<file path="src/rtl/regfile_scoreboard.sv">
// rtl/regfile_scoreboard.sv - register scoreboard, hazard stall and RF write-port arbiter
//
// Tracks which destination registers have a result in flight, stalls issue
// on RAW/WAW hazards against them, and arbitrates the single register-file
// write port between ALU and load-unit writeback. The RF write controls are
// driven from registers, so a granted writeback reaches the RF one edge after
// the handshake.
//
// Ports:
//   clk, rst                 clock, synchronous active-high reset
//   issue_*                  decode/issue request; issue_stall is combinational
//   alu_wb_valid/rd/data     ALU writeback request; alu_wb_ready is the grant
//   mem_wb_valid/rd/data     load writeback request; mem_wb_ready is the grant
//   rf_write_enable/rd/data  registered write controls to the register file
//   pending                  in-flight destination bitmap (bit 0 always 0)
//   wb_err                   sticky flag: writeback hit a non-pending register
module regfile_scoreboard #(
  parameter int XLEN   = 32,
  parameter int REG_AW = 5,
  parameter int RR     = 1
) (
  input  logic                     clk,
  input  logic                     rst,
  input  logic                     issue_valid,
  input  logic [REG_AW-1:0]        issue_rd,
  input  logic [REG_AW-1:0]        issue_rs1,
  input  logic [REG_AW-1:0]        issue_rs2,
  input  logic                     issue_use_rs1,
  input  logic                     issue_use_rs2,
  output logic                     issue_stall,
  input  logic                     alu_wb_valid,
  input  logic [REG_AW-1:0]        alu_wb_rd,
  input  logic [XLEN-1:0]          alu_wb_data,
  output logic                     alu_wb_ready,
  input  logic                     mem_wb_valid,
  input  logic [REG_AW-1:0]        mem_wb_rd,
  input  logic [XLEN-1:0]          mem_wb_data,
  output logic                     mem_wb_ready,
  output logic                     rf_write_enable,
  output logic [REG_AW-1:0]        rf_rd,
  output logic [XLEN-1:0]          rf_write_data,
  output logic [(1<<REG_AW)-1:0]   pending,
  output logic                     wb_err
);

  localparam int NREG = 1 << REG_AW;

  logic [NREG-1:0]   pending_q;
  logic [NREG-1:0]   pending_next;
  logic              last_grant_mem;
  logic              grant_alu;
  logic              grant_mem;
  logic              wb_fire;
  logic              accept;
  logic [REG_AW-1:0] win_rd;
  logic [XLEN-1:0]   win_data;

  assign pending = pending_q;

  // pending[0] is never set, so rd=0 / rs=0 can never cause a stall.
  assign issue_stall = issue_valid &
                       ((issue_use_rs1 & pending_q[issue_rs1]) |
                        (issue_use_rs2 & pending_q[issue_rs2]) |
                        pending_q[issue_rd]);
  assign accept = issue_valid & ~issue_stall;

  // One grant per cycle. The loser sees ready low and must hold its request.
  always_comb begin
    grant_alu = 1'b0;
    grant_mem = 1'b0;
    if (alu_wb_valid && mem_wb_valid) begin
      if (RR != 0) begin
        if (last_grant_mem) grant_alu = 1'b1;
        else                grant_mem = 1'b1;
      end else begin
        grant_mem = 1'b1;
      end
    end else if (alu_wb_valid) begin
      grant_alu = 1'b1;
    end else if (mem_wb_valid) begin
      grant_mem = 1'b1;
    end
  end

  assign alu_wb_ready = grant_alu;
  assign mem_wb_ready = grant_mem;
  assign wb_fire      = grant_alu | grant_mem;
  assign win_rd       = grant_mem ? mem_wb_rd   : alu_wb_rd;
  assign win_data     = grant_mem ? mem_wb_data : alu_wb_data;

  // Clear happens on the edge the RF actually writes; a same-index set from
  // an accepted issue is applied afterwards so it wins.
  always_comb begin
    pending_next = pending_q;
    if (rf_write_enable) pending_next[rf_rd] = 1'b0;
    if (accept && (issue_rd != '0)) pending_next[issue_rd] = 1'b1;
    pending_next[0] = 1'b0;
  end

  always_ff @(posedge clk) begin
    if (rst) begin
      pending_q       <= '0;
      last_grant_mem  <= 1'b0;
      rf_write_enable <= 1'b0;
      rf_rd           <= '0;
      rf_write_data   <= '0;
      wb_err          <= 1'b0;
    end else begin
      pending_q <= pending_next;
      if (alu_wb_valid && mem_wb_valid) last_grant_mem <= grant_mem;
      if (wb_fire) begin
        rf_rd           <= win_rd;
        rf_write_data   <= win_data;
        rf_write_enable <= (win_rd != '0);
        if ((win_rd != '0) && !pending_q[win_rd]) wb_err <= 1'b1;
      end else begin
        rf_write_enable <= 1'b0;
      end
    end
  end

endmodule

</file>
<file path="config.mk">
export PLATFORM = sky130hd
export DESIGN_NAME = regfile_scoreboard
export DESIGN_NICKNAME = d
export VERILOG_FILES = /design/src/rtl/regfile_scoreboard.sv
export SDC_FILE = /design/constraint.sdc
export NUM_CORES = 1
export LEC_CHECK = 0
export BUFFER_PORTS_ARGS = -buffer_cell sky130_fd_sc_hd__buf_2
export CAP_MARGIN = 20
export CORE_UTILIZATION = 45
export CTS_CLUSTER_DIAMETER = 100
export DETAILED_ROUTE_END_ITERATION = 6
export MAX_ROUTING_LAYER = met4
export PLACE_DENSITY = 0.77
export RECOVER_POWER = 50
export SLEW_MARGIN = 40
export SYNTH_ARGS = -nofsm -noshare
export SYNTH_HDL_FRONTEND = slang
export SYNTH_SLANG_ARGS = --single-unit
export TNS_END_PERCENT = 1
</file>
<file path="constraint.sdc">
create_clock -name clk -period 2.1 [get_ports clk]
set_input_delay 0.315 -clock clk [delete_from_list [all_inputs] [get_ports clk]]
set_output_delay 0.315 -clock clk [all_outputs]
set_load 0.03 [all_outputs]
</file>
==> metrics <==
outcome=finished, violations left; failing checks=setup timing; # Max-Cap Violations=0; Netlist cell types=48; hold crit path type=primary input to flip-flop; register area share after synthesis=32.3%; gr ovfl total=0; synthesized instance count=495; syn_nets=591; ant diodes=0; period utilization=117%; WL final=15000 µm; CP top delay family=simple AND/OR/NAND/NOR gates; asr flop ratio synth=0%; FP Rows=35; Final Net Count=800; CTS tree=yes; IO Pins=170; Max Clock Skew=0.00774 ns; P_leak=2.71 nW; Initial Utilization=46.9%; Synth area leaders=dfxtp_1 (32%), mux2i_1 (17%), a211oi_1 (6.5%); Req. time, crit path=1.78 ns; Clock Sinks=71; Layout Area Growth over Synthesis=38.0%; Mapped Area=4400 µm²; Die ar.=10200 µm²; Hold Path Depth=3; yosys warns=0; WP buf/inv=2; DRT iter0 DRCs=349; CP max stage cell=or4_1; Pwr Density=572 nW/µm²; fmax=406 MHz; final instance area=6070 µm²; CTS buffer count=9; origin of the worst min-delay path=alu_wb_data[23]; Vias/cell=5.70; R2R depth=10; dpl ws=-0.412 ns; relative slew slack=22.0%; Setup crit end kind=primary output; fillcell total=846; Final setup viols=32; dpl cell area=5820 µm²; initial antenna violation count=0; RSZ-0062 raised after global routing=true; Period minus WS final=2.46 ns; flops & latches, synth=71; Worst Path Max Fanout=4; largest net degree at the start of global routing=43; Peak VDD IR=624 µV; global-route wire length before repair=22700 µm; Worst-Margin Slew=1.17 ns; Crit path arrival time=2.15 ns; H-Tree Depth=3; post-route setup slack=-0.360 ns; Hold Fails Final Rpt=0; Die Y=101 µm; CTS clk-pin slew, worst paths=0.08 ns; Fin Setup TNS=-6.35 ns; WHS Endpoint=rf_write_data[23]; total core area=9370 µm²; FF-to-FF Start=pending[7]; biggest area consumer among synthesized cells=dfxtp_1; Reg-to-Reg End=pending[14]; IO Port Bufs=168; die span in x=101 µm; DP HPWL=11400 µm; CTS Buffer Depth=2; Routability Congestion=0.925; Avg Cell Area, Syn=8.89 µm²; TritonRoute pass-1 iters=5; hold_buf cts=0; share of post-route cells with drive strength above 1=36.2%; Critical Path, Cell by Cell=buf_6, mux4_2, nor2b_1, or4_1, nand4_1, a21oi_4, a21boi_4, buf_6; cell mode on critical path=buf_6; WS Path Type=flip-flop to primary output; vias in the first global route=4516; Post-synth EDFFs=0; Final ANT Viol Nets=0; Root Buffer=clkbuf_8; area share of the largest cell type after synthesis=32.3%; worst-skew pair later-pin latency=0.35 ns; drt wl/cell=17.9 µm; GRT Total Usage=30.3%; top_reg_cell synth=dfxtp_1; CP max stage delay=0.51 ns; routed vias=4779; max-slew violation count=0; CP startpoint kind=flip-flop; # DRC=0; flop2flop setup slack=-0.28 ns
[placed cells by master, fill, tap and decap left out, types with 3 or more instances in the layout]
cell type / n
a211oi_1: 38
a21oi_1: 8
a22oi_1: 6
buf_12: 4
buf_2: 131
buf_4: 58
buf_6: 4
clkbuf_1: 37
clkbuf_8: 9
dfxtp_1: 56
dfxtp_2: 13
mux2_2: 5
mux2i_1: 75
mux4_1: 4
mux4_2: 7
nand2_1: 30
nand2b_1: 7
nand3_1: 16
nand3_4: 3
nand3b_1: 21
nand4_1: 4
nor2_1: 48
nor2b_1: 26
nor3_1: 3
nor3b_1: 6
o21ai_0: 17
o21ai_1: 30
[where the power goes]
part	switching, mW	internal, mW
clock	0.572	0.565
sequential	0.0620	1.42
combinational	0.511	0.345
total	1.15	2.33
[per-stage QoR]
step,util (%),power [mW],hold slack [ns],instances
floorplan,-,2.03,0.495,495
global placement,62.1,2.33,0.484,817
detailed placement,62.1,2.35,0.488,817
CTS,64.7,3.49,0.293,834
global route,64.8,3.62,0.309,838
finish,64.8,3.47,0.303,838
[tightest hold or removal path: stages]
cell and delay, ns:
buf_2 0.10, mux2i_1 0.11, a211oi_1 0.08
[registers in the layout, indices dropped and copies added (netlist names)]
| register | cells |
|---|---|
| last_grant_mem | 1 |
| rf_rd | 5 |
| wb_err | 1 |
| rf_write_data | 32 |
| pending | 31 |
| rf_write_enable | 1 |
[what timing repair did]
action                                  CTS  global route
endpoints found under the setup margin   32            32
buffers inserted                          1             4
cloned                                    0             0
gates resized for setup                  41             8
pin swaps                                19             9
[layer usage]
metal	up-vias	GRT usage, %	wire length (µm)	share of wire, %
li1	2259	-	-	-
met1	2188	35.9	5970	40
met2	286	50.5	7100	47
met3	46	4.51	1320	8.8
met4	0	14.5	567	3.8
met5	-	-	0	0
[layout make-up]
cell class / count / area, µm² / share of cell area (%)
clock buffer: 9 / 124 / 2.04
clock inverter: 7 / 80.1 / 1.32
inverter: 2 / 7.51 / 0.124
multi-input combinational: 386 / 2900 / 47.7
sequential: 71 / 1450 / 23.8
tap: 129 / 161 / 2.66
timing repair buffer: 234 / 1360 / 22.3
[Yosys cell counts (2+ instances only)]
library cell and number:
mux2i_1 75, dfxtp_1 71, nor2_1 48, o21ai_0 48, a211oi_1 38, nand2_1 30, nor2b_1 26, clkbuf_1 25
nand3b_1 21, nand3_1 16, a21oi_1 9, a22oi_1 7, buf_2 7, nand2b_1 7, mux2_2 6, mux4_1 6
nor3b_1 6, mux4_2 5, nand4_1 4, nand3_2 3, nor3_1 3, a21boi_0 2, a221oi_1 2, and3_1 2
buf_1 2, inv_1 2, o211ai_1 2, or2_2 2
[kinds of logic (layout without fill, tap and decap cells)]
kind of cell	count (synthesis)	in the layout	synth area share [%]
buffers and inverters	38	252	3.70
other	1	1	0.0852
XOR/XNOR	1	1	0.199
multiplexers	93	93	25.1
flip-flops	71	71	32.3
AO/OA/AOI/OAI	117	117	17.3
AND/OR/NAND/NOR	174	174	21.4
[worst max path at each step]
stage,end,slack [ns],depth (start not counted),startpoint
after floorplan,issue_stall,-0.01,6,pending[13]
after global placement,pending[7],-0.29,9,issue_rd[0]
after detailed placement,pending[14],-0.41,9,issue_rd[0]
after CTS,issue_stall,-0.35,7,pending[7]
after global routing,issue_stall,-0.42,8,pending[5]
final,issue_stall,-0.36,8,pending[5]
Power figures use the tool's default switching activity.
